<file path="src/rtl/cursor_ctrl.sv">
// Board-cursor controller: decodes keyboard events into clamped cursor moves
// with hold-to-repeat, plus a one-cycle placement pulse on space.
module cursor_ctrl #(
    parameter int BOARD_N       = 15,
    parameter int REPEAT_DELAY  = 50_000_000,
    parameter int REPEAT_PERIOD = 10_000_000
) (
    input  logic        clk,
    input  logic        rstn,
    input  logic [10:0] key_event,
    input  logic        lock,
    output logic [3:0]  cursor_x,
    output logic [3:0]  cursor_y,
    output logic        is_pressed,
    output logic        moved,
    output logic        blocked
);

    localparam int RPT_MAX = (REPEAT_DELAY > REPEAT_PERIOD) ? REPEAT_DELAY : REPEAT_PERIOD;
    localparam int CNT_W   = (RPT_MAX > 1) ? $clog2(RPT_MAX) : 1;

    localparam logic [CNT_W-1:0] DELAY_LAST  = CNT_W'(REPEAT_DELAY - 1);
    localparam logic [CNT_W-1:0] PERIOD_LAST = CNT_W'(REPEAT_PERIOD - 1);
    localparam logic [3:0]       CENTER      = 4'((BOARD_N - 1) / 2);
    localparam logic [3:0]       EDGE_MAX    = 4'(BOARD_N - 1);

    localparam logic [1:0] ST_IDLE   = 2'd0;
    localparam logic [1:0] ST_DELAY  = 2'd1;
    localparam logic [1:0] ST_REPEAT = 2'd2;

    // Direction codes: Q W E A D Z X C
    localparam logic [2:0] DIR_Q = 3'd0;
    localparam logic [2:0] DIR_W = 3'd1;
    localparam logic [2:0] DIR_E = 3'd2;
    localparam logic [2:0] DIR_A = 3'd3;
    localparam logic [2:0] DIR_D = 3'd4;
    localparam logic [2:0] DIR_Z = 3'd5;
    localparam logic [2:0] DIR_X = 3'd6;
    localparam logic [2:0] DIR_C = 3'd7;

    logic [3:0]       x_q, x_d, y_q, y_d;
    logic             pressed_q, pressed_d;
    logic             moved_q, moved_d;
    logic             blocked_q, blocked_d;
    logic             prev_valid_q, prev_valid_d;
    logic [1:0]       state_q, state_d;
    logic [2:0]       held_dir_q, held_dir_d;
    logic [CNT_W-1:0] cnt_q, cnt_d;

    logic       key_dir_valid;
    logic [2:0] key_dir;
    logic       is_space;
    logic       new_ev, ev_ok;
    logic       held_active, dir_make, start_move, release_held, space_press, tick;
    logic       do_move;
    logic [2:0] mv_dir;
    logic       dx_neg, dx_pos, dy_neg, dy_pos;
    logic       move_ok;

    always_comb begin
        key_dir_valid = 1'b1;
        key_dir       = DIR_Q;
        case (key_event[7:0])
            8'h51, 8'h71: key_dir = DIR_Q;
            8'h57, 8'h77: key_dir = DIR_W;
            8'h45, 8'h65: key_dir = DIR_E;
            8'h41, 8'h61: key_dir = DIR_A;
            8'h44, 8'h64: key_dir = DIR_D;
            8'h5A, 8'h7A: key_dir = DIR_Z;
            8'h58, 8'h78: key_dir = DIR_X;
            8'h43, 8'h63: key_dir = DIR_C;
            default:      key_dir_valid = 1'b0;
        endcase
    end

    assign is_space     = (key_event[7:0] == 8'h20);
    assign new_ev       = key_event[10] & ~prev_valid_q;
    assign ev_ok        = new_ev & ~key_event[9];
    assign held_active  = (state_q != ST_IDLE);
    assign dir_make     = ev_ok & key_dir_valid & ~key_event[8];
    // Typematic re-makes of the held key are dropped; the internal timer owns repeats
    assign start_move   = dir_make & ~(held_active & (key_dir == held_dir_q));
    assign release_held = ev_ok & key_dir_valid & key_event[8] & held_active &
                          (key_dir == held_dir_q);
    assign space_press  = ev_ok & is_space & ~key_event[8];
    assign tick         = ((state_q == ST_DELAY)  && (cnt_q == DELAY_LAST)) ||
                          ((state_q == ST_REPEAT) && (cnt_q == PERIOD_LAST));

    // A fresh move or a release overrides a coincident repeat tick
    assign do_move = start_move | (tick & ~release_held);
    assign mv_dir  = start_move ? key_dir : held_dir_q;

    always_comb begin
        dx_neg = 1'b0;
        dx_pos = 1'b0;
        dy_neg = 1'b0;
        dy_pos = 1'b0;
        case (mv_dir)
            DIR_Q: begin dx_neg = 1'b1; dy_neg = 1'b1; end
            DIR_W: begin                dy_neg = 1'b1; end
            DIR_E: begin dx_pos = 1'b1; dy_neg = 1'b1; end
            DIR_A: begin dx_neg = 1'b1;                end
            DIR_D: begin dx_pos = 1'b1;                end
            DIR_Z: begin dx_neg = 1'b1; dy_pos = 1'b1; end
            DIR_X: begin                dy_pos = 1'b1; end
            default: begin dx_pos = 1'b1; dy_pos = 1'b1; end
        endcase
    end

    assign move_ok = !(dx_neg && (x_q == 4'd0))     && !(dx_pos && (x_q == EDGE_MAX)) &&
                     !(dy_neg && (y_q == 4'd0))     && !(dy_pos && (y_q == EDGE_MAX));

    always_comb begin
        x_d          = x_q;
        y_d          = y_q;
        pressed_d    = 1'b0;
        moved_d      = 1'b0;
        blocked_d    = 1'b0;
        prev_valid_d = key_event[10];
        state_d      = state_q;
        held_dir_d   = held_dir_q;
        cnt_d        = held_active ? (cnt_q + CNT_W'(1)) : '0;

        if (lock) begin
            state_d = ST_IDLE;
            cnt_d   = '0;
        end else begin
            pressed_d = space_press;
            if (do_move) begin
                cnt_d = '0;
                if (move_ok) begin
                    moved_d = 1'b1;
                    if (dx_neg) x_d = x_q - 4'd1;
                    if (dx_pos) x_d = x_q + 4'd1;
                    if (dy_neg) y_d = y_q - 4'd1;
                    if (dy_pos) y_d = y_q + 4'd1;
                end else begin
                    blocked_d = 1'b1;
                end
            end
            if (start_move) begin
                held_dir_d = key_dir;
                state_d    = ST_DELAY;
            end else if (release_held) begin
                state_d = ST_IDLE;
                cnt_d   = '0;
            end else if (tick && (state_q == ST_DELAY)) begin
                state_d = ST_REPEAT;
            end
        end
    end

    always_ff @(posedge clk or negedge rstn) begin
        if (!rstn) begin
            x_q          <= CENTER;
            y_q          <= CENTER;
            pressed_q    <= 1'b0;
            moved_q      <= 1'b0;
            blocked_q    <= 1'b0;
            prev_valid_q <= 1'b0;
            state_q      <= ST_IDLE;
            held_dir_q   <= DIR_Q;
            cnt_q        <= '0;
        end else begin
            x_q          <= x_d;
            y_q          <= y_d;
            pressed_q    <= pressed_d;
            moved_q      <= moved_d;
            blocked_q    <= blocked_d;
            prev_valid_q <= prev_valid_d;
            state_q      <= state_d;
            held_dir_q   <= held_dir_d;
            cnt_q        <= cnt_d;
        end
    end

    assign cursor_x   = x_q;
    assign cursor_y   = y_q;
    assign is_pressed = pressed_q;
    assign moved      = moved_q;
    assign blocked    = blocked_q;

endmodule

</file>
<file path="config.mk">
export PLATFORM = sky130hd
export DESIGN_NAME = cursor_ctrl
export DESIGN_NICKNAME = d
export VERILOG_FILES = /design/src/rtl/cursor_ctrl.sv
export SDC_FILE = /design/constraint.sdc
export NUM_CORES = 1
export LEC_CHECK = 0
export CAP_MARGIN = 20
export CORE_MARGIN = 4
export CORE_UTILIZATION = 50
export CTS_CLUSTER_DIAMETER = 30
export CTS_CLUSTER_SIZE = 30
export DETAILED_ROUTE_END_ITERATION = 16
export PLACE_DENSITY = 0.7
export REMOVE_ABC_BUFFERS = 1
export SETUP_SLACK_MARGIN = 0.1
export SYNTH_ARGS = -nofsm -noshare
export SYNTH_HDL_FRONTEND = slang
export SYNTH_SLANG_ARGS = --single-unit
</file>
<file path="constraint.sdc">
create_clock -name clk -period 2.7 [get_ports clk]
set_input_delay 0.81 -clock clk [delete_from_list [all_inputs] [get_ports clk]]
set_output_delay 0.81 -clock clk [all_outputs]
set_load 0.02 [all_outputs]
</file>
; ---- After elaboration in Yosys (flattened, before gate mapping)
; Index checks and enable logic that the tools add are counted.
[op_classes]
bitwise = 19
n_reduce_logical = 34
n_addsub = 5
muxes = 27
n_eq_ne = 32
[ops]
columns = cell, count
row1 = two-way mux 26 bit, 5
row2 = "equality test 8 x 7 -> 1 bit, second input constant", 16
row3 = "adder 26 x 1 -> 26 bit, second input constant", 1
row4 = "equality test 26 x 24 -> 1 bit, second input constant", 1
row5 = "equality test 26 bit, second input constant", 1
row6 = one-hot mux 3 bit (7 select lines), 1
row7 = two-way mux 4 bit, 4
row8 = OR reduction 16 bit, 1
row9 = OR reduction 2 bit, 7
row10 = bitwise AND 1 bit, 12
row11 = two-way mux 1 bit, 12
row12 = logical AND 1 bit, 10
row13 = OR reduction 5 bit, 2
row14 = "equality test 3 bit, second input constant", 3
row15 = "adder 4 x 1 -> 4 bit, second input constant", 2
row16 = "equality test 4 bit, second input constant", 2
row17 = "equality test 8 x 6 -> 1 bit, second input constant", 1
row18 = logical NOT 4 bit, 2
row19 = two-way mux 2 bit, 4
row20 = AND reduction 4 bit, 2
row21 = "subtractor 4 x 1 -> 4 bit, second input constant", 2
row22 = "equality test 3 x 2 -> 1 bit, second input constant", 2
row23 = inverter 1 bit, 6
row24 = OR reduction 3 bit, 2
row25 = other kinds (12), 16
[word_totals]
word_cells = 126
inputBits = 14
register_bits = 43

; ---- Longest topological paths before layout
; Gate-level depths: netlist (run 1).
[logic_depth]
word_depth = 19
depth_mapped = 13
depth_no_buf = 11

; ---- Least setup slack after synthesis (run 1)
; No wires, ideal clock.
[synth_path]
path_type = input port to flip-flop
start = input key_event[0]
end = register y_q[1], in the netlist cursor_y[1]
t_arrival_ns = 3.383
setup_slack_ns = -0.768
setup_time_ns = 0.085
path_buffers = 1
cell_stages = 10
path_cell_list = buf_6 or3b_4 a211o_1 a31oi_4 mux2_2 nand2b_1 a311oi_1 a211oi_4 nand2_2 mux2_1
[synth_via]
elab_chain_len = 17
word_cells_on_any_way = 68
[synth_lines]
columns = element, line_no
row1 = "start, declared", 10  ; input logic [10:0] key_event,
row2 = equality test 8 x 7 -> 1 bit, 63  ; case (key_event[7:0])
row3 = OR reduction 2 bit (on tied branches), n/a
row4 = one-hot mux 3 bit (7 select lines), 63
row5 = equality test 3 bit, "82, 84"
row6 = bitwise AND 1 bit, 82  ; assign start_move = dir_make & ~(held_active & (key_dir == held_dir_q));
row7 = inverter 1 bit, 82
row8 = bitwise AND 1 bit, 82
row9 = two-way mux 3 bit, n/a
row10 = "equality test 3 x 2 -> 1 bit, or another cell as far along", 98  ; case (mv_dir)
row11 = OR reduction 5 bit (no line) / OR reduction 3 bit (equally long branches), n/a
row12 = two-way mux 1 bit, 98
row13 = logical AND 1 bit, 110  ; assign move_ok = !(dx_neg && (x_q == 4'd0)) && !(dx_pos && (x_q == EDGE_MAX)) &&
row14 = logical NOT 1 bit, 110
row15 = logical AND 1 bit (2 in a row), 110
row16 = logical AND 1 bit, 111  ; !(dy_neg && (y_q == 4'd0)) && !(dy_pos && (y_q == EDGE_MAX));
row17 = AND reduction 4 bit (no line), n/a
row18 = "end signal, assigned", 166  ; y_q <= y_d;
row19 = "end, declared", 41  ; logic [3:0] x_q, x_d, y_q, y_d;
; Several ways; a longest one is shown, not always the timed one.
; A chain may end at the register's enable or synchronous reset.

; ---- Worst setup path after layout (run 1)
[layout_path]
start = input key_event[0]
end = register y_q[2], in the netlist cursor_y[2]
; The elaborated chain is that of the path after synthesis.

==> results of run 1 <==
[cells by family after synthesis]
logic type	Yosys count	share of synthesized area (%)
mux	6	2.284
buf+inv	15	2.801
fa+ha+maj	7	3.535
flops	43	37.33
compound gates	53	14.05
xor+xnor	37	11.42
simple gates	148	28.58
[cells in the mapped netlist, types with 6 or more instances]
library cell / instances
nor2_2: 9
dfstp_2: 6
inv_1: 6
nor3_1: 8
and3_1: 6
or3_1: 6
xor2_1: 14
a21oi_1: 13
nor2_1: 39
nand2_1: 25
xnor2_1: 22
dfrtp_1: 37
nand3_1: 15
[worst max path at each step]
stage | end | slack [ps] | depth (start not counted)
2_1_floorplan | cursor_y[1]$_DFFE_PN1P_ | -670 | 9
3_3_place_gp | cursor_x[3]$_DFFE_PN0P_ | -1210 | 13
3_5_place_dp | cursor_x[3]$_DFFE_PN0P_ | -1260 | 13
4_1_cts | cursor_y[2]$_DFFE_PN1P_ | -370 | 11
5_1_grt | cursor_y[3]$_DFFE_PN0P_ | -560 | 12
6_report | cursor_y[2]$_DFFE_PN1P_ | -500 | 11
[final cells by class]
class                   instances  area [sq um]
clock inverters                 2         38.79
fillers                       297         963.4
flip-flops and latches         43          1084
inverters                       6         22.52
well taps                      72         90.09
multi-input cells             251          2217
clock buffers                   6         82.58
repair buffers                121          1076
[layer usage]
| metal | vias to the layer above | global-route usage (%) | wire length (um) |
|---|---|---|---|
| met5 | - | 0 | 0 |
| li1 | 1344 | - | - |
| met4 | 0 | 12.43 | 333 |
| met3 | 33 | 4.024 | 378 |
| met2 | 96 | 45.41 | 4788 |
| met1 | 1418 | 29.95 | 3689 |
[flip-flops by register name, summed over array words and instances (netlist names)]
name and flops:
cnt_q 26, cursor_x 4, prev_valid_q 1, cursor_y 4
held_dir_q 3, is_pressed 1, moved 1, blocked 1
state_q 2
[power breakdown]
part           total, uW  switching [uW]  internal (uW)
Combinational        271             134            137
Clock                542             237            305
Sequential           664            13.1            651
Total               1480             385           1090
[what timing repair did]
action / in CTS / in global routing
resized for setup: 136 / 35
pin swaps: 63 / 25
cloned: 3 / 0
setup buffers: 18 / 7
endpoints found under the hold margin: 0 / 0
setup endpoints to repair: 40 / 39
[critical path: stages]
cell	delay (ps)
buf_8	110
or3b_4	400
a211o_4	370
a31oi_4	230
mux2_4	360
nand2_2	70
a311oi_2	90
buf_4	170
a211oi_4	320
nand2_2	160
mux2_4	330
[metrics by stage]
stage               setup WS (ps)  hold slack (ps)  utilization, %  power [uW]  instances
finish                     -501.0            380.2           82.72        1478        501
global placement            -1215            511.7           67.05       878.4        470
detailed placement          -1264            504.8           67.05       882.6        470
floorplan                  -672.2            480.9               -       758.4        300
global route               -558.1            396.3           82.72        1527        501
CTS                        -370.8            383.4           80.58        1464        497
==> report_table.html, run 1 <==
<table>
<tr><th>Metric</th><th>Value</th></tr>
<tr><th colspan="2">Yosys</th></tr>
<tr><td>Share of flip-flops with an asynchronous set or reset</td><td>100.0%</td></tr>
<tr><td>Main area contributors after synthesis</td><td>dfrtp_1 32%, xnor2_1 6.6%, dfstp_2 5.4%, nor2_1 5.0%, xor2_1 4.2%</td></tr>
<tr><td>Share of the synthesized area in the top cell type</td><td>approximately a third</td></tr>
<tr><td>Average cell area after synthesis</td><td>9.394 sq um</td></tr>
<tr><td>Synth Register Bits</td><td>between 40 and 50</td></tr>
<tr><td>Share of the yosys chip area belonging to registers</td><td>a little under two fifths</td></tr>
<tr><td>Cell Area, Synth</td><td>roughly 2900 sq um</td></tr>
<tr><td>Unique masters post-synth</td><td>70</td></tr>
<tr><td>Synthesis Warnings</td><td>0</td></tr>
<tr><td>Post-Syn Instances</td><td>approximately 310</td></tr>
<tr><td>Number of synthesized flops with an enable pin</td><td>0</td></tr>
<tr><td>Prevailing post-synth register cell</td><td>dfrtp_1</td></tr>
<tr><td>Cell accounting for the most synthesized area</td><td>dfrtp_1</td></tr>
<tr><th colspan="2">Final layout</th></tr>
<tr><td>Most used cells in the layout excluding fill and tap cells</td><td>77 x buf_4, 37 x dfrtp_1, 27 x nor2_4</td></tr>
<tr><td>Commonest non-fill, non-tap cell in the layout</td><td>buf_4</td></tr>
<tr><td>Synth-to-layout area growth</td><td>58.84%</td></tr>
<tr><td>Final #Nets</td><td>approximately 450</td></tr>
<tr><td>Layout cells sized above 1</td><td>between 40% and 50%</td></tr>
<tr><td>Total non-filler cell area in the finished layout</td><td>4611 sq um</td></tr>
<tr><td>Antenna cells</td><td>0</td></tr>
<tr><th colspan="2">Route</th></tr>
<tr><td>Average detailed-routed wire length per instance</td><td>18.34 um</td></tr>
<tr><td>Per-cell via count in the routed design</td><td>between 5 and 6</td></tr>
<tr><td>Remaining DRCs</td><td>0</td></tr>
<tr><td>Wire length after detailed routing</td><td>about 9000 um</td></tr>
<tr><td>Number of antenna-violating nets in the routed design</td><td>0</td></tr>
<tr><td>Routed via count</td><td>about 2900</td></tr>
<tr><td>Number of design-rule violations left by the first detailed-router iteration</td><td>approximately 180</td></tr>
<tr><td>Number of optimization iterations in the first detailed-route pass</td><td>4</td></tr>
<tr><th colspan="2">Setup path</th></tr>
<tr><td>Required time at the worst-slack endpoint</td><td>~2900 ps</td></tr>
<tr><td>Destination of the worst register-to-register timing path</td><td>cursor_y[2]$_DFFE_PN1P_</td></tr>
<tr><td>Internal reg-to-reg setup slack</td><td>-240 ps</td></tr>
<tr><td>Reg2Reg Launch Point</td><td>prev_valid_q$_DFF_PN0_</td></tr>
<tr><td>Crit Path Category</td><td>in2reg</td></tr>
<tr><td>Worst reg-to-reg path cell count</td><td>13</td></tr>
<tr><td>Worst EP arrival</td><td>approximately 3400 ps</td></tr>
<tr><td>Worst setup path startpoint</td><td>key_event[0]</td></tr>
<tr><td>Worst-path fanout max</td><td>5</td></tr>
<tr><td>CP startpoint kind</td><td>input port</td></tr>
<tr><td>Critical Path End Type</td><td>flop</td></tr>
<tr><th colspan="2">Global routing</th></tr>
<tr><td>Total global routing overflow</td><td>0</td></tr>
<tr><td>Number of global-route vias before repair</td><td>just over 3000</td></tr>
<tr><td>Global-route wire length before repair</td><td>between 10000 and 15000 um</td></tr>
<tr><td>Maximum number of pins on one net before global-route repair</td><td>18</td></tr>
<tr><td>Overall global routing resource usage</td><td>approximately a quarter</td></tr>
<tr><td>Number of antenna violations at the first check in global routing</td><td>0</td></tr>
<tr><th colspan="2">Timing</th></tr>
<tr><td>Final Hold Vio Count</td><td>0</td></tr>
<tr><td>Count of endpoints failing setup in the final report</td><td>38</td></tr>
<tr><td>Unrepaired setup endpoints after global routing</td><td>true</td></tr>
<tr><td>Final setup slack of the worst path</td><td>-501.0 ps</td></tr>
<tr><td>Setup TNS</td><td>-14060 ps</td></tr>
<tr><td>Slew Limit Headroom</td><td>between 60% and 70%</td></tr>
<tr><td>Worst clock skew</td><td>roughly 8.6 ps</td></tr>
<tr><td>Maximum clock frequency</td><td>312.4 MHz</td></tr>
<tr><td>Final worst-path cycle share</td><td>118.6%</td></tr>
<tr><td>Actual slew at the worst max-slew pin</td><td>about 600 ps</td></tr>
<tr><td>Final number of max-transition violations</td><td>0</td></tr>
<tr><td>Minimum period implied by the final worst setup slack</td><td>approximately 3200 ps</td></tr>
<tr><th colspan="2">Placement</th></tr>
<tr><td>Post-placement cell area</td><td>roughly 3700 sq um</td></tr>
<tr><td>RePlAce Congestion</td><td>0.8811</td></tr>
<tr><td>Number of I/O port buffers</td><td>24</td></tr>
<tr><td>Sum of net half-perimeters after detailed placement</td><td>5327 um</td></tr>
<tr><th colspan="2">Pwr</th></tr>
<tr><td>VDD IR max</td><td>0.2329 mV</td></tr>
<tr><td>Pwr/cell area</td><td>approximately 320 nW/um^2</td></tr>
<tr><td>Lkg Pwr</td><td>0.001905 uW</td></tr>
<tr><th colspan="2">Clock network</th></tr>
<tr><td>Sink Count</td><td>43</td></tr>
<tr><td>Skew-Pair Late Insertion Delay</td><td>~300 ps</td></tr>
<tr><td>TritonCTS clock tree</td><td>done</td></tr>
<tr><td>Hold buffers post-CTS</td><td>0</td></tr>
<tr><td>CTS H-tree lvls</td><td>2</td></tr>
<tr><td>CTS buffer count</td><td>5</td></tr>
<tr><td>Number of buffers on the longest clock path</td><td>2</td></tr>
<tr><td>CTS clock-pin slew for the worst setup and hold paths</td><td>around 90 ps</td></tr>
<tr><td>Root Buffer Master</td><td>clkbuf_8</td></tr>
<tr><th colspan="2">Min path</th></tr>
<tr><td>Class of the worst hold path</td><td>in2async</td></tr>
<tr><th colspan="2">Die</th></tr>
<tr><td>Top-Level Pins</td><td>25</td></tr>
<tr><td>Row count</td><td>27</td></tr>
<tr><td>Die footprint</td><td>about 7100 sq um</td></tr>
<tr><td>Die X-Extent</td><td>~84 um</td></tr>
<tr><td>Die extent in y</td><td>between 80 and 90 um</td></tr>
<tr><td>Area of the placeable core</td><td>around 5600 sq um</td></tr>
<tr><td>Initial Utilization</td><td>a little over half</td></tr>
<tr><th colspan="2">Run</th></tr>
<tr><td>Max-capacitance violation count</td><td>0</td></tr>
<tr><th colspan="2">Run status</th></tr>
<tr><td>Status</td><td>finished, violations left</td></tr>
<tr><td>Violations in the final reports</td><td>setup timing</td></tr>
</table>
No activity file was read; power rests on OpenSTA's default activity.
==> run 2, diff against run 1 <==
--- a/config.mk
+++ b/config.mk
@@ -6,12 +6,14 @@
 export NUM_CORES = 1
 export LEC_CHECK = 0
 export CAP_MARGIN = 20
+export CELL_PAD_IN_SITES_DETAIL_PLACEMENT = 1
+export CELL_PAD_IN_SITES_GLOBAL_PLACEMENT = 1
 export CORE_MARGIN = 4
-export CORE_UTILIZATION = 50
+export CORE_UTILIZATION = 45
 export CTS_CLUSTER_DIAMETER = 30
-export CTS_CLUSTER_SIZE = 30
 export DETAILED_ROUTE_END_ITERATION = 16
-export PLACE_DENSITY = 0.7
+export DONT_BUFFER_PORTS = 1
+export PLACE_DENSITY = 0.73
 export REMOVE_ABC_BUFFERS = 1
 export SETUP_SLACK_MARGIN = 0.1
 export SYNTH_ARGS = -nofsm -noshare
==> run 2 against run 1 <==
The flow still finishes with violations (setup timing). Total power decreased by 6.1%. Hold slack worse by 190 ps. Count of clock-buffer cells in the layout shrank 1. Wire length is 14% higher. Global-route usage shrank 1.1 points. Via count decreased by 1.4%. Final area fell by 10%. Sequential cell count is the same. Critical path type unchanged. Largest cell class unchanged. Highest routed layer unchanged.
==> report_table.html, run 2 (synthesized netlist as in run 1, its figures left out) <==
<table>
<tr><th>Metric</th><th>Value</th></tr>
<tr><th colspan="2">Timing</th></tr>
<tr><td>Worst clock skew</td><td>7.660 ps (-0.9056 ps)</td></tr>
<tr><td>Minimum period implied by the final worst setup slack</td><td>3180 ps (-21.08 ps)</td></tr>
<tr><td>Final setup slack of the worst path</td><td>-479.9 ps (+21.08 ps)</td></tr>
<tr><td>Final worst-path cycle share</td><td>117.8% (-0.78 points)</td></tr>
<tr><td>Unrepaired setup endpoints after global routing</td><td>true</td></tr>
<tr><td>Setup TNS</td><td>-10790 ps (+3262 ps)</td></tr>
<tr><td>Count of endpoints failing setup in the final report</td><td>38 (unchanged)</td></tr>
<tr><td>Actual slew at the worst max-slew pin</td><td>532.7 ps (-63.25 ps)</td></tr>
<tr><td>Final Hold Vio Count</td><td>0 (unchanged)</td></tr>
<tr><td>Maximum clock frequency</td><td>314.5 MHz (+0.66%)</td></tr>
<tr><td>Slew Limit Headroom</td><td>64.11% (+4.0 points)</td></tr>
<tr><td>Final number of max-transition violations</td><td>0 (unchanged)</td></tr>
<tr><th colspan="2">Final layout</th></tr>
<tr><td>Multi-input logic area</td><td>2058 sq um (-7.2%)</td></tr>
<tr><td>Number of flip-flops in the largest register</td><td>26 (unchanged)</td></tr>
<tr><td>Sequential cell area</td><td>1084 sq um (unchanged)</td></tr>
<tr><td>Register with the highest flop count</td><td>cnt_q</td></tr>
<tr><td>Layout cells sized above 1</td><td>42.46% (-6.5 points)</td></tr>
<tr><td>Commonest non-fill, non-tap cell in the layout</td><td>buf_4</td></tr>
<tr><td>Most used cells in the layout excluding fill and tap cells</td><td>68 x buf_4, 37 x dfrtp_1, 25 x nand2_1</td></tr>
<tr><td>End-of-flow core utilization</td><td>67.86% (-15 points)</td></tr>
<tr><td>Final #Nets</td><td>411 (-8.5%)</td></tr>
<tr><td>Synth-to-layout area growth</td><td>42.50%</td></tr>
<tr><td>Fill cells</td><td>653 (+120%)</td></tr>
<tr><td>Antenna cells</td><td>0 (unchanged)</td></tr>
<tr><th colspan="2">Setup path</th></tr>
<tr><td>Worst-path fanout max</td><td>11 (+6)</td></tr>
<tr><td>Required time at the worst-slack endpoint</td><td>2880 ps (-50 ps)</td></tr>
<tr><td>Slowest cell delay on critical path</td><td>330 ps (-70 ps)</td></tr>
<tr><td>Worst EP arrival</td><td>3360 ps (-70 ps)</td></tr>
<tr><td>CP startpoint kind</td><td>input port</td></tr>
<tr><td>Critical Path End Type</td><td>flop</td></tr>
<tr><td>Worst path cell trace</td><td>nand4bb_1 -&gt; buf_4 -&gt; nand3_1 -&gt; o211ai_1 -&gt; buf_4 -&gt; a21oi_2 -&gt; o211ai_1 -&gt; ha_1 -&gt; a21o_1 -&gt; a21oi_2 -&gt; xnor2_1 -&gt; nand3_1 -&gt; xnor2_1</td></tr>
<tr><td>Library cell contributing the largest single delay on the critical path</td><td>nand4bb_1</td></tr>
<tr><td>Crit Path Category</td><td>in2reg</td></tr>
<tr><th colspan="2">Clock network</th></tr>
<tr><td>Number of buffers on the longest clock path</td><td>2 (unchanged)</td></tr>
<tr><td>CTS buffer count</td><td>5 (unchanged)</td></tr>
<tr><td>CTS H-tree lvls</td><td>2 (unchanged)</td></tr>
<tr><td>CTS clock-pin slew for the worst setup and hold paths</td><td>90 ps (about the same)</td></tr>
<tr><td>Skew-Pair Late Insertion Delay</td><td>300 ps (about the same)</td></tr>
<tr><td>Hold buffers post-CTS</td><td>0 (unchanged)</td></tr>
<tr><td>TritonCTS clock tree</td><td>done</td></tr>
<tr><td>Sink Count</td><td>43 (unchanged)</td></tr>
<tr><td>Root Buffer Master</td><td>clkbuf_8</td></tr>
<tr><th colspan="2">Route</th></tr>
<tr><td>Number of antenna-violating nets in the routed design</td><td>0 (unchanged)</td></tr>
<tr><td>Routed via count</td><td>2851 (-1.4%)</td></tr>
<tr><td>Average detailed-routed wire length per instance</td><td>22.57 um (+23%)</td></tr>
<tr><td>Remaining DRCs</td><td>0 (unchanged)</td></tr>
<tr><td>Wire length on met3</td><td>417 um (+10%)</td></tr>
<tr><td>Per-cell via count in the routed design</td><td>6.118 (+6.0%)</td></tr>
<tr><td>Wire length after detailed routing</td><td>10520 um (+14%)</td></tr>
<tr><td>Highest layer used for signal routing</td><td>met4</td></tr>
<tr><td>Met2 WL post-DR</td><td>5495 um (+15%)</td></tr>
<tr><td>Number of design-rule violations left by the first detailed-router iteration</td><td>145 (-20%)</td></tr>
<tr><td>Sum of routed wire segments on met1</td><td>4257 um (+15%)</td></tr>
<tr><td>Number of optimization iterations in the first detailed-route pass</td><td>4 (unchanged)</td></tr>
<tr><th colspan="2">Die</th></tr>
<tr><td>Die footprint</td><td>7800 sq um (+10%)</td></tr>
<tr><td>Top-Level Pins</td><td>25 (unchanged)</td></tr>
<tr><td>Die extent in y</td><td>88.32 um (+4.9%)</td></tr>
<tr><td>Row count</td><td>28 (+3.7%)</td></tr>
<tr><td>Initial Utilization</td><td>47.62% (-4.5 points)</td></tr>
<tr><td>Die X-Extent</td><td>88.32 um (+4.9%)</td></tr>
<tr><td>Area of the placeable core</td><td>6096 sq um (+9.4%)</td></tr>
<tr><th colspan="2">Global routing</th></tr>
<tr><td>Number of global-route vias before repair</td><td>2853 (-7.6%)</td></tr>
<tr><td>Maximum number of pins on one net before global-route repair</td><td>44 (+26)</td></tr>
<tr><td>Global-route wire length before repair</td><td>14660 um (-0.33%)</td></tr>
<tr><td>Number of antenna violations at the first check in global routing</td><td>0 (unchanged)</td></tr>
<tr><td>Overall global routing resource usage</td><td>24.48% (-1.1 points)</td></tr>
<tr><td>Total global routing overflow</td><td>0 (unchanged)</td></tr>
<tr><th colspan="2">Run</th></tr>
<tr><td>Max-capacitance violation count</td><td>0 (unchanged)</td></tr>
<tr><th colspan="2">Pwr</th></tr>
<tr><td>Power dissipated by switching net loads</td><td>362.3 uW (-5.9%)</td></tr>
<tr><td>VDD IR max</td><td>0.2443 mV (+4.9%)</td></tr>
<tr><td>Lkg Pwr</td><td>0.001729 uW (-9.3%)</td></tr>
<tr><td>Switching power as a share of total power</td><td>26.12% (+0.072 points)</td></tr>
<tr><td>Power share of the sequential group</td><td>48.1% (+3.2 points)</td></tr>
<tr><td>Combinational Power Share</td><td>14.0% (-4.4 points)</td></tr>
<tr><td>Internal power</td><td>1024 uW (-6.2%)</td></tr>
<tr><td>Part of the total power dissipated in the clock network</td><td>37.8% (+1.1 points)</td></tr>
<tr><td>Pwr/cell area</td><td>335.2 nW/um^2 (+4.6%)</td></tr>
<tr><th colspan="2">Placement</th></tr>
<tr><td>Number of I/O port buffers</td><td>0 (-100%)</td></tr>
<tr><td>Sum of net half-perimeters after detailed placement</td><td>5771 um (+8.3%)</td></tr>
<tr><td>RePlAce Congestion</td><td>0.8577 (-2.7%)</td></tr>
<tr><td>Pre-CTS worst setup slack</td><td>-756.6 ps (+507.7 ps)</td></tr>
<tr><th colspan="2">Run status</th></tr>
<tr><td>Violations in the final reports</td><td>setup timing</td></tr>
<tr><td>Status</td><td>finished, violations left</td></tr>
<tr><th colspan="2">Min path</th></tr>
<tr><td>Class of the worst hold path</td><td>in2async</td></tr>
</table>
[run 2: final cells by class]
type | instances | share of cell area [%]
multi-input combinational | 251 | 49.76
sequential | 43 | 26.19
inverter | 6 | 0.6050
clock buffer | 5 | 1.664
clock inverter | 3 | 1.059
timing repair buffer | 83 | 18.45
tap | 75 | 2.269
[run 2: power groups by stage]
stage | Clock [uW] | Combinational (uW) | Sequential (uW)
final | 525 | 195 | 667
after global routing | 560 | 208 | 669
after CTS | 519 | 158 | 665
after detailed placement | 0 | 144 | 678
after global placement | 0 | 140 | 677
after floorplan | 0 | 84.4 | 674
[run 2: critical path, delay by kind of cell]
| kind | cells | cell delay [ps] |
|---|---|---|
| adder cells (fa/ha/maj) | 1 | 320 |
| buffers and inverters | 2 | 470 |
| AO/OA/AOI/OAI | 5 | 890 |
| XOR/XNOR | 2 | 300 |
| AND/OR/NAND/NOR | 3 | 550 |
[run 2: metal layers]
| layer | track usage (%) | vias to the layer above |
|---|---|---|
| li1 | - | 1274 |
| met1 | 29.46 | 1433 |
| met2 | 44.53 | 109 |
| met3 | 4.376 | 35 |
| met4 | 7.005 | 0 |
| met5 | 0 | - |
[run 2: worst paths after layout]
| path | from | end | slack [ps] | cells past startpoint |
|---|---|---|---|---|
| max in group asynchronous | rstn | cursor_x[1]$_DFFE_PN1P_ | 2330 | 0 |
| worst min-delay path | rstn | cnt_q[18]$_DFF_PN0_ | 190 | 0 |
| worst max register to register | prev_valid_q$_DFF_PN0_ | cursor_y[3]$_DFFE_PN0P_ | -280 | 13 |
| min in group clk | key_event[10] | prev_valid_q$_DFF_PN0_ | 530 | 0 |
| worst min register to register | cnt_q[0]$_DFF_PN0_ | cnt_q[0]$_DFF_PN0_ | 590 | 2 |
| worst max-delay path | key_event[0] | cursor_y[3]$_DFFE_PN0P_ | -480 | 13 |
[run 2: repair_timing]
| item | CTS | global route |
|---|---|---|
| gates resized for setup | 49 | 32 |
| cloned | 3 | 0 |
| setup buffers | 11 | 10 |
| endpoints found under the setup margin | 38 | 39 |
| pin swaps | 35 | 24 |
[run 2: metrics by stage]
step / hold slack, ps / cell area, sq um / instances / power, uW
floorplan: 480.9 / 2844 / 300 / 758.4
global placement: 514.2 / 3408 / 436 / 816.8
detailed placement: 515.4 / 3408 / 436 / 822.1
CTS: 193.4 / 3908 / 456 / 1343
global route: 172.5 / 4136 / 466 / 1437
finish: 190.8 / 4136 / 466 / 1387
==> run 3, diff against run 2 <==
--- a/config.mk
+++ b/config.mk
@@ -13,7 +13,7 @@
 export CTS_CLUSTER_DIAMETER = 30
 export DETAILED_ROUTE_END_ITERATION = 16
 export DONT_BUFFER_PORTS = 1
-export PLACE_DENSITY = 0.73
+export PLACE_DENSITY = 0.85
 export REMOVE_ABC_BUFFERS = 1
 export SETUP_SLACK_MARGIN = 0.1
 export SYNTH_ARGS = -nofsm -noshare
==> run 3 against run 2 <==
The run still ends with setup timing left. Sequential share of layout area is 0.58 points lower. Fmax grew 0.61%. Total power rose by 7.6%.
==> report_table.html, run 3 (synthesized netlist as in run 1, its figures left out) <==
<table>
<tr><th>Metric</th><th>Value</th></tr>
<tr><th colspan="2">Final layout</th></tr>
<tr><td>Commonest non-fill, non-tap cell in the layout</td><td>buf_4</td></tr>
<tr><td>Most used cells in the layout excluding fill and tap cells</td><td>64 x buf_4, 37 x dfrtp_1, 27 x nor2_4</td></tr>
<tr><td>Antenna cells</td><td>0 (unchanged)</td></tr>
<tr><td>Synth-to-layout area growth</td><td>45.73%</td></tr>
<tr><td>Number of flip-flops in the largest register</td><td>26 (unchanged)</td></tr>
<tr><td>Final standard cell count with taps included and fillers excluded</td><td>459 (-1.5%)</td></tr>
<tr><td>Total non-filler cell area in the finished layout</td><td>4230 sq um (+2.3%)</td></tr>
<tr><td>Final #Nets</td><td>404 (-1.7%)</td></tr>
<tr><td>Register with the highest flop count</td><td>cnt_q</td></tr>
<tr><td>Layout cells sized above 1</td><td>46.09% (+3.6 points)</td></tr>
<tr><th colspan="2">Die</th></tr>
<tr><td>Row count</td><td>28 (unchanged)</td></tr>
<tr><td>Die X-Extent</td><td>88.32 um (unchanged)</td></tr>
<tr><td>Area of the placeable core</td><td>6096 sq um (unchanged)</td></tr>
<tr><td>Initial Utilization</td><td>47.62% (unchanged)</td></tr>
<tr><td>Top-Level Pins</td><td>25 (unchanged)</td></tr>
<tr><td>Die footprint</td><td>7800 sq um (unchanged)</td></tr>
<tr><td>Die extent in y</td><td>88.32 um (unchanged)</td></tr>
<tr><th colspan="2">Setup path</th></tr>
<tr><td>Internal reg-to-reg setup slack</td><td>-350 ps (-70 ps)</td></tr>
<tr><td>Worst path cell trace</td><td>or3b_4 -&gt; a211o_4 -&gt; a31oi_4 -&gt; a21oi_2 -&gt; o211ai_1 -&gt; buf_4 -&gt; buf_4 -&gt; o22ai_4 -&gt; a211oi_4 -&gt; nand2_2 -&gt; mux2_4</td></tr>
<tr><td>Crit Path Category</td><td>in2reg</td></tr>
<tr><td>Destination of the worst register-to-register timing path</td><td>cursor_y[3]$_DFFE_PN0P_</td></tr>
<tr><td>Library cell contributing the largest single delay on the critical path</td><td>or3b_4</td></tr>
<tr><td>Worst reg-to-reg path cell count</td><td>14 (+1)</td></tr>
<tr><td>Reg2Reg Launch Point</td><td>prev_valid_q$_DFF_PN0_</td></tr>
<tr><td>Worst-path fanout max</td><td>11 (unchanged)</td></tr>
<tr><td>Cell occurring most often along the worst timing path</td><td>buf_4</td></tr>
<tr><td>Slowest cell delay on critical path</td><td>380 ps (+50 ps)</td></tr>
<tr><td>Required time at the worst-slack endpoint</td><td>2930 ps (+50 ps)</td></tr>
<tr><td>Critical Path End Type</td><td>flop</td></tr>
<tr><td>Worst EP arrival</td><td>3390 ps (+30 ps)</td></tr>
<tr><td>Last element of the critical path</td><td>cursor_y[1]$_DFFE_PN1P_</td></tr>
<tr><td>CP startpoint kind</td><td>input port</td></tr>
<tr><td>Worst setup path startpoint</td><td>key_event[0]</td></tr>
<tr><th colspan="2">Run status</th></tr>
<tr><td>Violations in the final reports</td><td>setup timing</td></tr>
<tr><td>Status</td><td>finished, violations left</td></tr>
<tr><th colspan="2">Pwr</th></tr>
<tr><td>VDD IR max</td><td>0.4571 mV (+87%)</td></tr>
<tr><td>Power share of the sequential group</td><td>44.7% (-3.4 points)</td></tr>
<tr><td>Part of the total power dissipated in the clock network</td><td>40.8% (+3.0 points)</td></tr>
<tr><td>Power dissipated by switching net loads</td><td>366.7 uW (+1.2%)</td></tr>
<tr><td>Switching power as a share of total power</td><td>24.58% (-1.5 points)</td></tr>
<tr><td>Pwr/cell area</td><td>352.7 nW/um^2 (+5.2%)</td></tr>
<tr><td>Internal power</td><td>1125 uW (+9.8%)</td></tr>
<tr><td>Lkg Pwr</td><td>0.001670 uW (-3.4%)</td></tr>
<tr><td>Combinational Power Share</td><td>14.5% (+0.5 points)</td></tr>
<tr><th colspan="2">Run</th></tr>
<tr><td>Max-capacitance violation count</td><td>0 (unchanged)</td></tr>
<tr><th colspan="2">Timing</th></tr>
<tr><td>Slew Limit Headroom</td><td>51.14% (-13 points)</td></tr>
<tr><td>Hold Slack</td><td>182.8 ps (-7.981 ps)</td></tr>
<tr><td>Count of endpoints failing setup in the final report</td><td>38 (unchanged)</td></tr>
<tr><td>Actual slew at the worst max-slew pin</td><td>726.2 ps (+193.5 ps)</td></tr>
<tr><td>Unrepaired setup endpoints after global routing</td><td>true</td></tr>
<tr><td>Final Hold Vio Count</td><td>0 (unchanged)</td></tr>
<tr><td>Final number of max-transition violations</td><td>0 (unchanged)</td></tr>
<tr><td>Maximum clock frequency</td><td>316.4 MHz (+0.61%)</td></tr>
<tr><td>Final setup slack of the worst path</td><td>-460.5 ps (+19.41 ps)</td></tr>
<tr><td>Final worst-path cycle share</td><td>117.1% (-0.72 points)</td></tr>
<tr><td>Worst clock skew</td><td>12.99 ps (+5.333 ps)</td></tr>
<tr><td>Minimum period implied by the final worst setup slack</td><td>3160 ps (-19.41 ps)</td></tr>
<tr><td>Setup TNS</td><td>-10680 ps (+112.8 ps)</td></tr>
<tr><th colspan="2">Route</th></tr>
<tr><td>Remaining DRCs</td><td>0 (unchanged)</td></tr>
<tr><td>Number of antenna-violating nets in the routed design</td><td>0 (unchanged)</td></tr>
<tr><td>Number of optimization iterations in the first detailed-route pass</td><td>4 (unchanged)</td></tr>
<tr><td>Per-cell via count in the routed design</td><td>6.407 (+4.7%)</td></tr>
<tr><td>Average detailed-routed wire length per instance</td><td>25.89 um (+15%)</td></tr>
<tr><td>Routed via count</td><td>2941 (+3.2%)</td></tr>
<tr><td>Wire length after detailed routing</td><td>11880 um (+13%)</td></tr>
<tr><td>Number of design-rule violations left by the first detailed-router iteration</td><td>115 (-21%)</td></tr>
<tr><th colspan="2">Placement</th></tr>
<tr><td>Number of I/O port buffers</td><td>0 (unchanged)</td></tr>
<tr><td>Post-placement cell area</td><td>3408 sq um (unchanged)</td></tr>
<tr><td>Placed Cells incl. Taps</td><td>436 (unchanged)</td></tr>
<tr><td>Sum of net half-perimeters after detailed placement</td><td>6384 um (+11%)</td></tr>
<tr><td>RePlAce Congestion</td><td>0.9236 (+7.7%)</td></tr>
<tr><th colspan="2">Min path</th></tr>
<tr><td>Class of the worst hold path</td><td>in2async</td></tr>
<tr><th colspan="2">Global routing</th></tr>
<tr><td>Number of global-route vias before repair</td><td>3072 (+7.7%)</td></tr>
<tr><td>Total global routing overflow</td><td>0 (unchanged)</td></tr>
<tr><td>Overall global routing resource usage</td><td>26.55% (+2.1 points)</td></tr>
<tr><td>Number of antenna violations at the first check in global routing</td><td>0 (unchanged)</td></tr>
<tr><td>Global-route wire length before repair</td><td>15890 um (+8.4%)</td></tr>
<tr><td>Maximum number of pins on one net before global-route repair</td><td>44 (unchanged)</td></tr>
<tr><th colspan="2">Clock network</th></tr>
<tr><td>Number of buffers on the longest clock path</td><td>2 (unchanged)</td></tr>
<tr><td>Skew-Pair Late Insertion Delay</td><td>310 ps (about the same)</td></tr>
<tr><td>CTS buffer count</td><td>5 (unchanged)</td></tr>
<tr><td>Sink Count</td><td>43 (unchanged)</td></tr>
<tr><td>CTS H-tree lvls</td><td>2 (unchanged)</td></tr>
<tr><td>TritonCTS clock tree</td><td>done</td></tr>
<tr><td>CTS clock-pin slew for the worst setup and hold paths</td><td>90 ps (about the same)</td></tr>
<tr><td>Root Buffer Master</td><td>clkbuf_8</td></tr>
</table>
[run 3: worst min-delay path by stage]
stage,to,depth (start not counted),slack [ps]
finish,cnt_q[12]$_DFF_PN0_,0,180
CTS,cnt_q[5]$_DFF_PN0_,0,180
global route,held_dir_q[1]$_DFFE_PN0N_,0,160
floorplan,cnt_q[0]$_DFF_PN0_,1,480
global placement,cnt_q[5]$_DFF_PN0_,2,510
detailed placement,cnt_q[18]$_DFF_PN0_,0,520
[run 3: layout make-up]
class,count,area [sq um]
clock inverter,3,67.56
clock buffer,5,68.82
multi-input combinational,251,2231
timing repair buffer,76,663.1
fill,644,1866
inverter,6,22.52
sequential,43,1084
tap,75,93.84
[run 3: repair_timing]
action / CTS / global route
hold buffers: 0 / 0
cloned: 0 / 3
pin swaps: 30 / 40
setup buffers: 7 / 5
setup endpoints to repair: 39 / 39
resized for setup: 43 / 66
[run 3: critical path, delay by kind of cell]
family / cells / cell delay (ps)
and+or+nand+nor: 2 / 540
muxes: 1 / 320
buffers and inverters: 2 / 320
AOI/OAI and AO/OA: 6 / 1380
[run 3: layer usage]
metal / vias up / share of wire [%] / global-route usage (%)
met2: 114 / 54 / 47.59
met4: 0 / 5.2 / 13.19
met1: 1524 / 37 / 30.23
met5: - / 0 / 0
li1: 1261 / - / -
met3: 42 / 3.2 / 4.655
[run 3: power groups by stage]
stage,Combinational [uW],Sequential (uW),Clock [uW]
after floorplan,84.4,674,0
after global placement,140,677,0
after detailed placement,149,677,0
after CTS,184,666,612
after global routing,226,669,646
final,216,668,608
[run 3: per-stage QoR]
step	setup slack, ps	util, %	power (uW)
3_5_place_dp	-779.2	55.91	826.5
4_1_cts	-266.1	63.12	1462
6_report	-460.5	69.40	1492
3_3_place_gp	-667.0	55.91	817.3
2_1_floorplan	-672.2	-	758.4
5_1_grt	-470.7	69.40	1540
